File: config.mk
export PLATFORM = sky130hd
export DESIGN_NAME = csr_trap_ctrl_flat
export DESIGN_NICKNAME = d
export VERILOG_FILES = /design/src/rtl/csr_pkg.sv /design/src/rtl/csr_trap_ctrl_if.sv /design/src/rtl/irq_prio_sel.sv /design/src/rtl/csr_trap_ctrl.sv /design/src/flat_wrapper.sv
export SDC_FILE = /design/constraint.sdc
export NUM_CORES = 1
export LEC_CHECK = 0
export CELL_PAD_IN_SITES_DETAIL_PLACEMENT = 2
export CELL_PAD_IN_SITES_GLOBAL_PLACEMENT = 2
export CORE_MARGIN = 2
export CORE_UTILIZATION = 34
export DETAILED_ROUTE_END_ITERATION = 10
export GPL_ROUTABILITY_DRIVEN = 0
export PLACE_DENSITY_LB_ADDON = 0.1
export SLEW_MARGIN = 25
export SYNTH_ARGS = -nofsm -noshare
export SYNTH_HDL_FRONTEND = slang
export SYNTH_HIERARCHICAL = 1
export SYNTH_SLANG_ARGS = --single-unit
File: constraint.sdc
create_clock -name clk_i -period 7 [get_ports clk_i]
set_clock_uncertainty 0.1 [all_clocks]
set_input_delay 1.4 -clock clk_i [delete_from_list [all_inputs] [get_ports clk_i]]
set_output_delay 1.4 -clock clk_i [all_outputs]
set_load 0.01 [all_outputs]
File: src/rtl/csr_pkg.sv
// csr_pkg: shared CSR addresses, bit positions, cause codes and trap FSM states
// Imported by irq_prio_sel and csr_trap_ctrl; no ports.
package csr_pkg;
    localparam logic [11:0] CSR_MSTATUS = 12'h300;
    localparam logic [11:0] CSR_MIE     = 12'h304;
    localparam logic [11:0] CSR_MTVEC   = 12'h305;
    localparam logic [11:0] CSR_MEPC    = 12'h341;
    localparam logic [11:0] CSR_MCAUSE  = 12'h342;
    localparam logic [11:0] CSR_MIP     = 12'h344;
    localparam int BIT_MIE  = 3;
    localparam int BIT_MPIE = 7;
    localparam int BIT_MTIE = 7;
    localparam int BIT_MEIE = 11;
    localparam int CODE_EXT = 11;
    localparam int CODE_TMR = 7;
    localparam logic [31:0] CAUSE_EXT = 32'h8000000B;
    localparam logic [31:0] CAUSE_TMR = 32'h80000007;
    typedef enum logic [3:0] {
        IDLE, WAIT_ACK, RD_MST, RD_MIE, WR_MEPC, WR_MCAUSE, WR_MST, RD_MTVEC, REDIR,
        MRET_RD_MST, MRET_WR_MST, MRET_RD_EPC, MRET_REDIR
    } trap_state_e;
endpackage

File: src/rtl/csr_trap_ctrl_if.sv
// csr_trap_ctrl_if: CSR register-file access port plus trap-in-progress flag
// master (trap controller): drives addr/we/re/wdata/intr, samples rdata
// slave (CSR file): samples addr/we/re/wdata/intr, drives combinational rdata; writes land on negedge
interface csr_trap_ctrl_if #(parameter int DW = 32, parameter int ADDRW = 12);
    logic [ADDRW-1:0] addr;
    logic             we;
    logic             re;
    logic             intr;
    logic [DW-1:0]    wdata;
    logic [DW-1:0]    rdata;
    modport master(output addr, we, re, wdata, intr, input rdata);
    modport slave(input addr, we, re, wdata, intr, output rdata);
endinterface

File: src/rtl/irq_prio_sel.sv
// irq_prio_sel: fixed-priority interrupt select, external over timer
// in : ext_irq_i, tmr_irq_i
// out: pending_o (any irq), ext_sel_o (external chosen), cause_o (mcause value),
//      en_idx_o (mie enable bit for the chosen source)
module irq_prio_sel
    import csr_pkg::*;
#(
    parameter int DW = 32
) (
    input  logic                  ext_irq_i,
    input  logic                  tmr_irq_i,
    output logic                  pending_o,
    output logic                  ext_sel_o,
    output logic [DW-1:0]         cause_o,
    output logic [$clog2(DW)-1:0] en_idx_o
);
    localparam int IW = $clog2(DW);
    always_comb begin
        pending_o = ext_irq_i | tmr_irq_i;
        ext_sel_o = ext_irq_i;
        cause_o   = {1'b1, (DW-1)'(ext_irq_i ? CODE_EXT : CODE_TMR)};
        en_idx_o  = ext_irq_i ? IW'(BIT_MEIE) : IW'(BIT_MTIE);
    end
endmodule

File: src/rtl/csr_trap_ctrl.sv
// csr_trap_ctrl: machine-mode trap/mret sequencer driving the CSR file port
// in : clk_i, rst_i (async, active-high), ext_irq_i, tmr_irq_i, mret_i, stall_ack_i, pc_i
// out: stall_o, busy_o, redir_valid_o, redir_pc_o
// csr: master side of csr_trap_ctrl_if (addr/we/re/wdata/intr out, rdata in)
// Optional: define CSR_TRAP_VECTORED_EN to honour mtvec vectored mode (01).
module csr_trap_ctrl
    import csr_pkg::*;
#(
    parameter int DW    = 32,
    parameter int ADDRW = 12
) (
    input  logic                  clk_i,
    input  logic                  rst_i,
    input  logic                  ext_irq_i,
    input  logic                  tmr_irq_i,
    input  logic                  mret_i,
    input  logic                  stall_ack_i,
    input  logic [DW-1:0]         pc_i,
    csr_trap_ctrl_if.master       csr,
    output logic                  stall_o,
    output logic                  busy_o,
    output logic                  redir_valid_o,
    output logic [DW-1:0]         redir_pc_o
);
    localparam int IW = $clog2(DW);
    trap_state_e   state_q, state_d;
    logic          pend, sel_ext, ext_q;
    logic [DW-1:0] sel_cause, cause_q, mst_q, tgt_q, base, vec_tgt;
    logic [IW-1:0] sel_idx, en_q;
    irq_prio_sel #(.DW(DW)) u_sel (
        .ext_irq_i(ext_irq_i),
        .tmr_irq_i(tmr_irq_i),
        .pending_o(pend),
        .ext_sel_o(sel_ext),
        .cause_o  (sel_cause),
        .en_idx_o (sel_idx)
    );
    assign base = {csr.rdata[DW-1:2], 2'b00};
`ifdef CSR_TRAP_VECTORED_EN
    assign vec_tgt = (csr.rdata[1:0] == 2'b01) ? base + {cause_q[DW-3:0], 2'b00} : base;
`else
    assign vec_tgt = base;
`endif
    always_ff @(posedge clk_i or posedge rst_i) begin
        if (rst_i) begin
            state_q <= IDLE;
            cause_q <= '0;
            ext_q   <= 1'b0;
            en_q    <= '0;
            mst_q   <= '0;
            tgt_q   <= '0;
        end else begin
            state_q <= state_d;
            if (state_q == IDLE && state_d == WAIT_ACK) begin
                cause_q <= sel_cause;
                ext_q   <= sel_ext;
                en_q    <= sel_idx;
            end
            if (state_q == RD_MST || state_q == MRET_RD_MST) mst_q <= csr.rdata;
            if (state_q == RD_MTVEC) tgt_q <= vec_tgt;
            if (state_q == MRET_RD_EPC) tgt_q <= csr.rdata;
        end
    end
    always_comb begin
        state_d       = state_q;
        csr.addr      = '0;
        csr.we        = 1'b0;
        csr.re        = 1'b0;
        csr.wdata     = '0;
        csr.intr      = 1'b0;
        redir_valid_o = 1'b0;
        redir_pc_o    = '0;
        stall_o       = state_q != IDLE;
        busy_o        = state_q != IDLE;
        unique case (state_q)
            IDLE: state_d = mret_i ? MRET_RD_MST : pend ? WAIT_ACK : IDLE;
            // only the source that was latched may keep the request alive
            WAIT_ACK: state_d = !(ext_q ? ext_irq_i : tmr_irq_i) ? IDLE : stall_ack_i ? RD_MST : WAIT_ACK;
            RD_MST: begin
                csr.re   = 1'b1;
                csr.addr = ADDRW'(CSR_MSTATUS);
                state_d  = csr.rdata[BIT_MIE] ? RD_MIE : IDLE;
            end
            RD_MIE: begin
                csr.re   = 1'b1;
                csr.addr = ADDRW'(CSR_MIE);
                state_d  = csr.rdata[en_q] ? WR_MEPC : IDLE;
            end
            WR_MEPC: begin
                csr.we    = 1'b1;
                csr.intr  = 1'b1;
                csr.addr  = ADDRW'(CSR_MEPC);
                csr.wdata = pc_i;
                state_d   = WR_MCAUSE;
            end
            WR_MCAUSE: begin
                csr.we    = 1'b1;
                csr.intr  = 1'b1;
                csr.addr  = ADDRW'(CSR_MCAUSE);
                csr.wdata = cause_q;
                state_d   = WR_MST;
            end
            WR_MST: begin
                csr.we                = 1'b1;
                csr.intr              = 1'b1;
                csr.addr              = ADDRW'(CSR_MSTATUS);
                csr.wdata             = mst_q;
                csr.wdata[BIT_MPIE]   = mst_q[BIT_MIE];
                csr.wdata[BIT_MIE]    = 1'b0;
                state_d               = RD_MTVEC;
            end
            RD_MTVEC: begin
                csr.re   = 1'b1;
                csr.intr = 1'b1;
                csr.addr = ADDRW'(CSR_MTVEC);
                state_d  = REDIR;
            end
            REDIR: begin
                csr.intr      = 1'b1;
                redir_valid_o = 1'b1;
                redir_pc_o    = tgt_q;
                state_d       = IDLE;
            end
            MRET_RD_MST: begin
                csr.re   = 1'b1;
                csr.addr = ADDRW'(CSR_MSTATUS);
                state_d  = MRET_WR_MST;
            end
            MRET_WR_MST: begin
                csr.we              = 1'b1;
                csr.addr            = ADDRW'(CSR_MSTATUS);
                csr.wdata           = mst_q;
                csr.wdata[BIT_MIE]  = mst_q[BIT_MPIE];
                csr.wdata[BIT_MPIE] = 1'b1;
                state_d             = MRET_RD_EPC;
            end
            MRET_RD_EPC: begin
                csr.re   = 1'b1;
                csr.addr = ADDRW'(CSR_MEPC);
                state_d  = MRET_REDIR;
            end
            MRET_REDIR: begin
                redir_valid_o = 1'b1;
                redir_pc_o    = tgt_q;
                state_d       = IDLE;
            end
            default: state_d = IDLE;
        endcase
    end
endmodule

File: src/flat_wrapper.sv
// flat-port wrapper written by rule: the top's interface ports become plain ports
module csr_trap_ctrl_flat import csr_pkg::*;
#(
    parameter int DW    = 32,
    parameter int ADDRW = 12
)
  (clk_i, rst_i, ext_irq_i, tmr_irq_i, mret_i, stall_ack_i, pc_i, stall_o, busy_o, redir_valid_o, redir_pc_o, csr_addr, csr_we, csr_re, csr_wdata, csr_intr, csr_rdata);
  csr_trap_ctrl_if #(.DW(DW), .ADDRW(ADDRW)) csr_i ();
  input  logic clk_i;
  input  logic rst_i;
  input  logic ext_irq_i;
  input  logic tmr_irq_i;
  input  logic mret_i;
  input  logic stall_ack_i;
  input  logic [DW-1:0] pc_i;
  output logic stall_o;
  output logic busy_o;
  output logic redir_valid_o;
  output logic [DW-1:0] redir_pc_o;
  output wire logic [$bits(csr_i.addr)-1:0] csr_addr;
  output wire logic [$bits(csr_i.we)-1:0] csr_we;
  output wire logic [$bits(csr_i.re)-1:0] csr_re;
  output wire logic [$bits(csr_i.wdata)-1:0] csr_wdata;
  output wire logic [$bits(csr_i.intr)-1:0] csr_intr;
  input wire logic [$bits(csr_i.rdata)-1:0] csr_rdata;
  assign csr_addr = csr_i.addr;
  assign csr_we = csr_i.we;
  assign csr_re = csr_i.re;
  assign csr_wdata = csr_i.wdata;
  assign csr_intr = csr_i.intr;
  assign csr_i.rdata = csr_rdata;
  csr_trap_ctrl #(.DW(DW), .ADDRW(ADDRW)) u_core (.clk_i(clk_i), .rst_i(rst_i), .ext_irq_i(ext_irq_i), .tmr_irq_i(tmr_irq_i), .mret_i(mret_i), .stall_ack_i(stall_ack_i), .pc_i(pc_i), .csr(csr_i), .stall_o(stall_o), .busy_o(busy_o), .redir_valid_o(redir_valid_o), .redir_pc_o(redir_pc_o));
endmodule
==> results of run 1 <==
sequential cells by signal, summed over array words and instances (netlist names):
signal          count
u_core/cause_q     32
u_core/mst_q       32
u_core/tgt_q       32
u_core/en_q         5
u_core/state_q      4
u_core/ext_q        1
worst paths after layout:
| path | from | endpoint |
|---|---|---|
| max | u_core/state_q[2] | csr_wdata[7] |
| min | u_core/tgt_q[12] | u_core/tgt_q[12] |
| max reg2reg | u_core/state_q[0] | u_core/cause_q[24] |
| min reg2reg | u_core/tgt_q[12] | u_core/tgt_q[12] |
| max in group asynchronous | rst_i | u_core/mst_q[22] |
| min in group asynchronous | rst_i | u_core/state_q[3] |
area by class of cell:
type	instances	area (µm²)
Fill cell	1656	8960
Clock buffer	13	270
Multi-Input combinational cell	292	2550
Sequential cell	106	2650
Tap cell	220	275
Clock inverter	3	68.8
Inverter	35	134
Timing Repair Buffer	153	1550
power by group:
group          leakage, µW  switching (µW)  internal, µW
Sequential         0.00128             252           924
Clock             0.000166             232           345
Combinational      0.00199             642           810
Total              0.00344            1130          2080
synth_stat cells (4+ instances only):
cell and instances:
nor2_1 10, mux4_2 5, clkbuf_1 20, nor2b_1 6
a22o_1 4, mux2_4 20, a21oi_1 8, buf_4 45
mux2_1 19, a222oi_1 30, mux2_2 64, inv_1 35
mux2i_1 4, o21ai_0 9, nor3b_1 4, buf_2 14
nand2_1 9, and3_1 33, dfrtp_1 106
cell families after synthesis:
| group | Yosys count |
|---|---|
| buffers and inverters | 117 |
| muxes | 112 |
| DFF | 106 |
| and+or+nand+nor | 80 |
| AOI/OAI and AO/OA | 61 |
| other | 3 |
layer usage:
metal / track usage (%) / vias up / wire length (µm)
li1: - / 1878 / -
met1: 26.0 / 2241 / 7820
met2: 35.8 / 98 / 9090
met3: 3.92 / 13 / 729
met4: 5.85 / 0 / 218
met5: 0 / - / 0
stage by stage:
stage          total power, µW  worst slack [ns]  hold WS, ns  instance area, µm²  util [%]
5_1_grt                   3400              1.83        0.409                7500      45.6
4_1_cts                   3240              1.92        0.399                7470      45.4
6_report                  3210              2.02        0.399                7500      45.6
2_1_floorplan             2030              2.71        0.349                5800         -
3_3_place_gp              2560              2.39        0.365                7100      43.1
3_5_place_dp              2640              2.32        0.369                7130      43.3
==> out/metrics.yaml, run 1 <==
clock_tree:
  path_clk_slew_ns: 0.07
  clockBufferDepth: 2
  cts-htree-levels: 3
  postCtsHoldBufs: 0
  cts_setup_buffers: 0
  cts_made_buffers: 9
  cts_resized: 0
  cts_tree: "done"
  clock_latency_ns: 0.35
  root_buffer: "clkbuf_16"
  clock_sinks: 106
setup_path:
  crit_family: "simple AND/OR/NAND/NOR gates"
  required_ns: 5.50
  cpPeakStageDelay_ns: 0.74
  critPathCaptureType: "primary output"
  critPathLaunchType: "flip-flop"
  rr_worst_depth: 5
  path_cells: "nor2b_1 -> and2_1 -> buf_4 -> a22oi_1 -> o21ai_0 -> clkdlybuf4s50_1"
  r2r_slack_ns: 4.22
  cpMaxStageDelayCell: "dfrtp_1"
  path_depth: 6
  path_class: "reg -> out"
  cp_num_buf_inv: 2
  cp_max_fo: 19
  worstPathArrival_ns: 3.48
finish:
  fin_cells: 822
  layout_commonest_cell: "clkdlybuf4s50_1"
  drive_gt1_share_pct: 20.4
  final_nets: 667
  most-common-layout-cells: "clkdlybuf4s50_1 (145), dfrtp_1 (106), mux2_2 (64)"
  area.growth.synth_to_final_pct: 32.4
  antennaDiodeCount: 0
timing:
  final_hold_viol_count: 0
  setup_viol: 0
  period_minus_slack_ns: 4.98
  worst-slew-pin-transition_ns: 0.975
  slew_viol_final: 0
  fmax_mhz: 201
  slew_headroom_pct: 34.8
  fin_crit_sh_pct: 71.1
  setup_tns_ns: 0
  rsz0062_at_grt: "no"
global_route:
  grt_max_degree: 56
  grt_pass1_wl_mm: 27.7
  overflow: 0
  grt_pass1_vias: 4726
  antenna_found_initial: 0
  grt.total_usage_pct: 20.5
synth:
  synth_compound_area_share_pct: 8.94
  dominantRegCellSynth: "dfrtp_1"
  syn_area_um2: 5670
  synth_top_area_share_pct: 46.8
  ys_types: 40
  synth_warnings: 6
  synth_top_family_by_area: "multiplexers"
  synth_edf_count: 0
  seq_area_frac_synth_pct: 46.8
  ys_top_cells_by_area: "dfrtp_1 (47%), mux2_2 (13%), buf_4 (6.0%)"
  async_reset_ff_share_pct: 100
  ys_ff_latch: 106
  synth_xor_area_share_pct: 0
  synthAdderAreaFrac_pct: 0
  syn_inst: 479
  yosys.area_share.simple_pct: 8.13
  synth.avg_cell_area_um2: 11.8
  synth_mux_area_share_pct: 24.5
  synth_area_leader_cell: "dfrtp_1"
floorplanning:
  io_pins: 152
  core_area_um2: 16500
  rows: 47
  initial_core_util_pct: 34.4
  die_h_um: 133
  dieArea_um2: 17700
  die_w_um: 133
drt:
  drtAntennaViolNets: 0
  firstDrtPassIters: 6
  wire_per_inst_um: 21.7
  wirelength_mm: 17.9
  drc: 0
  drtIter0Drc: 199
  vias_per_cell: 5.15
  vias: 4230
power_and_ir_drop:
  cellPowerDensity_nw_per_um2: 427
  ir_drop_v: 0.000157
  p_leak_uw: 0.00344
placement:
  io_buffers: 145
  dp_hpwl_mm: 12.4
  placed_cells: 805
status:
  status: "completed"
flow_run:
  maxCapViolCount: 0
min_path:
  worstHoldPathCells: 1
  hold_class: "reg -> reg"
Note: power is estimated with default switching activity, not from simulation.
==> inputs of run 2 (changes only) <==
--- a/config.mk
+++ b/config.mk
@@ -8,7 +8,7 @@
 export CELL_PAD_IN_SITES_DETAIL_PLACEMENT = 2
 export CELL_PAD_IN_SITES_GLOBAL_PLACEMENT = 2
 export CORE_MARGIN = 2
-export CORE_UTILIZATION = 34
+export CORE_UTILIZATION = 29
 export DETAILED_ROUTE_END_ITERATION = 10
 export GPL_ROUTABILITY_DRIVEN = 0
 export PLACE_DENSITY_LB_ADDON = 0.1
==> constraint.sdc (replaced) <==
create_clock -name clk_i -period 4.5 [get_ports clk_i]
set_clock_uncertainty 0.1 [all_clocks]
set_input_delay 0.9 -clock clk_i [delete_from_list [all_inputs] [get_ports clk_i]]
set_output_delay 0.9 -clock clk_i [all_outputs]
set_load 0.01 [all_outputs]
==> out/metrics.yaml, run 2 (same netlist as run 1, synthesis figures left out) <==
status:
  status: "completed"
floorplanning:
  dieArea_um2: 20700  # +17%
  die_h_um: 144  # +8.0%
  io_pins: 152  # unchanged
  rows: 51  # +8.5%
  die_w_um: 144  # +8.0%
  core_area_um2: 19300  # +17%
  initial_core_util_pct: 29.3  # -5.1 points
drt:
  vias_per_cell: 4.82  # -6.4%
  firstDrtPassIters: 5  # -1
  drtIter0Drc: 287  # +44%
  wire_per_inst_um: 20.5  # -5.8%
  drtAntennaViolNets: 0  # unchanged
  wirelength_mm: 17.8  # -0.15%
  drc: 0  # unchanged
  vias: 4196  # -0.80%
timing:
  setup_viol: 0  # unchanged
  worst-slew-pin-transition_ns: 0.834  # -0.141 ns
  slew_headroom_pct: 44.2  # +9.4 points
  fmax_mhz: 249
  final_hold_viol_count: 0  # unchanged
  slew_viol_final: 0  # unchanged
  setup_tns_ns: 0  # unchanged
  fin_crit_sh_pct: 89.1
  rsz0062_at_grt: "no"
  period_minus_slack_ns: 4.01
setup_path:
  critPathCaptureType: "primary output"
  path_class: "reg -> out"
  r2r-end: "u_core/cause_q[18]"
  cp_num_buf_inv: 3  # +1
  r2r_slack_ns: 1.64  # -2.58 ns
  r2r-start: "u_core/state_q[3]"
  worstPathArrival_ns: 3.01  # -0.47 ns
  crit_family: "simple AND/OR/NAND/NOR gates"
  cpPeakStageDelay_ns: 0.70  # -0.04 ns
  critPathLaunchType: "flip-flop"
  cpMaxStageDelayCell: "dfrtp_1"
  path_cells: "nand2b_1 -> nor2_4 -> buf_12 -> a222oi_1 -> inv_1 -> clkdlybuf4s50_1"
  rr_worst_depth: 7  # +2
  required_ns: 3.50  # -2.00 ns
  cp_max_fo: 19  # unchanged
finish:
  final-seq-area_um2: 2650  # unchanged
  reg_top3: "u_core/cause_q (32), u_core/mst_q (32), u_core/tgt_q (32)"
  final_nets: 671  # +0.60%
  layout_commonest_cell: "clkdlybuf4s50_1"
  drive_gt1_share_pct: 21.0  # +0.53 points
  multi_input_area_um2: 2540  # -0.20%
  most-common-layout-cells: "clkdlybuf4s50_1 (145), dfrtp_1 (106), mux2_2 (64)"
  area.growth.synth_to_final_pct: 32.5
  antennaDiodeCount: 0  # unchanged
  fillCellCount: 2035  # +23%
power_and_ir_drop:
  cellPowerDensity_nw_per_um2: 644  # +51%
  p_leak_uw: 0.00340  # -1.1%
  ir_drop_v: 0.000195  # +24%
  power.total_uw: 4840  # +51%
global_route:
  met2_usage_pct: 30.5  # -5.2 points
  use_met1_pct: 23.5  # -2.5 points
  antenna_found_initial: 0  # unchanged
  grt_pass1_vias: 4666  # -1.3%
  grt.total_usage_pct: 17.9  # -2.6 points
  grt_pass1_wl_mm: 27.6  # -0.60%
  grt_max_degree: 78  # +39%
  busiest_layer: "met2"
  use_met3_pct: 2.57  # -1.4 points
  overflow: 0  # unchanged
clock_tree:
  clock_latency_ns: 0.35  # about the same
  cts_resized: 0  # unchanged
  path_clk_slew_ns: 0.07  # about the same
  clock_sinks: 106  # unchanged
  cts-htree-levels: 3  # unchanged
  cts_tree: "done"
  cts_setup_buffers: 0  # unchanged
  root_buffer: "clkbuf_16"
  postCtsHoldBufs: 0  # unchanged
  cts_made_buffers: 9  # unchanged
  clockBufferDepth: 2  # unchanged
placement:
  io_buffers: 145  # unchanged
  dp_hpwl_mm: 12.7  # +2.4%
min_path:
  hp-start: "u_core/tgt_q[12]"
  hold_path_end: "u_core/tgt_q[12]"
  hold_class: "reg -> reg"
  worstHoldPathCells: 1  # unchanged
flow_run:
  maxCapViolCount: 0  # unchanged
[run 2: cell count changes in the layout (fill, tap and decap cells not counted), moves of 2 or more]
cell        change
clkbuf_8        -3
buf_4           +4
bufinv_16       -2
clkinvlp_4      +4
[run 2: layer usage]
metal | up-vias | part of all wire [%]
li1 | 1888 | -
met1 | 2191 | 43
met2 | 105 | 51
met3 | 12 | 4.6
met4 | 0 | 1.3
met5 | - | 0
[run 2: power by group]
part / switching (µW) / leakage (µW) / internal (µW) / total [µW]
sequential: 399 / 0.00128 / 1440 / 1840
clock: 367 / 0.000121 / 376 / 743
combinational: 996 / 0.00200 / 1270 / 2260
total: 1760 / 0.00340 / 3080 / 4840
[run 2: area by class of cell]
| cell class | instances | share of cell area [%] |
|---|---|---|
| multi-input combinational | 292 | 33.9 |
| sequential | 106 | 35.3 |
| inverter | 35 | 1.82 |
| clock buffer | 10 | 3.05 |
| tap | 265 | 4.41 |
| timing repair buffer | 157 | 21.0 |
| clock inverter | 6 | 0.583 |
[run 2: worst reg2reg max path: cells and delay by family (launching register included)]
kind	cells	cell delay, ns
flops	1	0.37
simple gates	3	1.04
compound gates	1	0.23
mux	1	0.31
buf+inv	2	0.71
[run 2: how the worst max path moves through the flow]
stage	cells after the start	to	slack, ns	start
after floorplan	1	u_core/cause_q[0]	0.71	rst_i
after global placement	8	u_core/cause_q[11]	0.81	ext_irq_i
after detailed placement	8	u_core/cause_q[14]	0.77	ext_irq_i
after CTS	6	csr_wdata[22]	0.47	u_core/state_q[2]
after global routing	6	csr_wdata[30]	0.32	u_core/state_q[2]
final	6	csr_wdata[22]	0.49	u_core/state_q[2]
[run 2: metrics by stage]
step                util, %  cell area (µm²)  instances  hold WS [ns]  worst slack (ns)
detailed placement     37.4             7240        855         0.374             0.772
floorplan                 -             5800        515         0.349             0.711
finish                 38.8             7510        871         0.394             0.491
CTS                    38.8             7510        871         0.392             0.471
global route           38.8             7510        871         0.419             0.319
global placement       37.3             7210        854         0.368             0.813
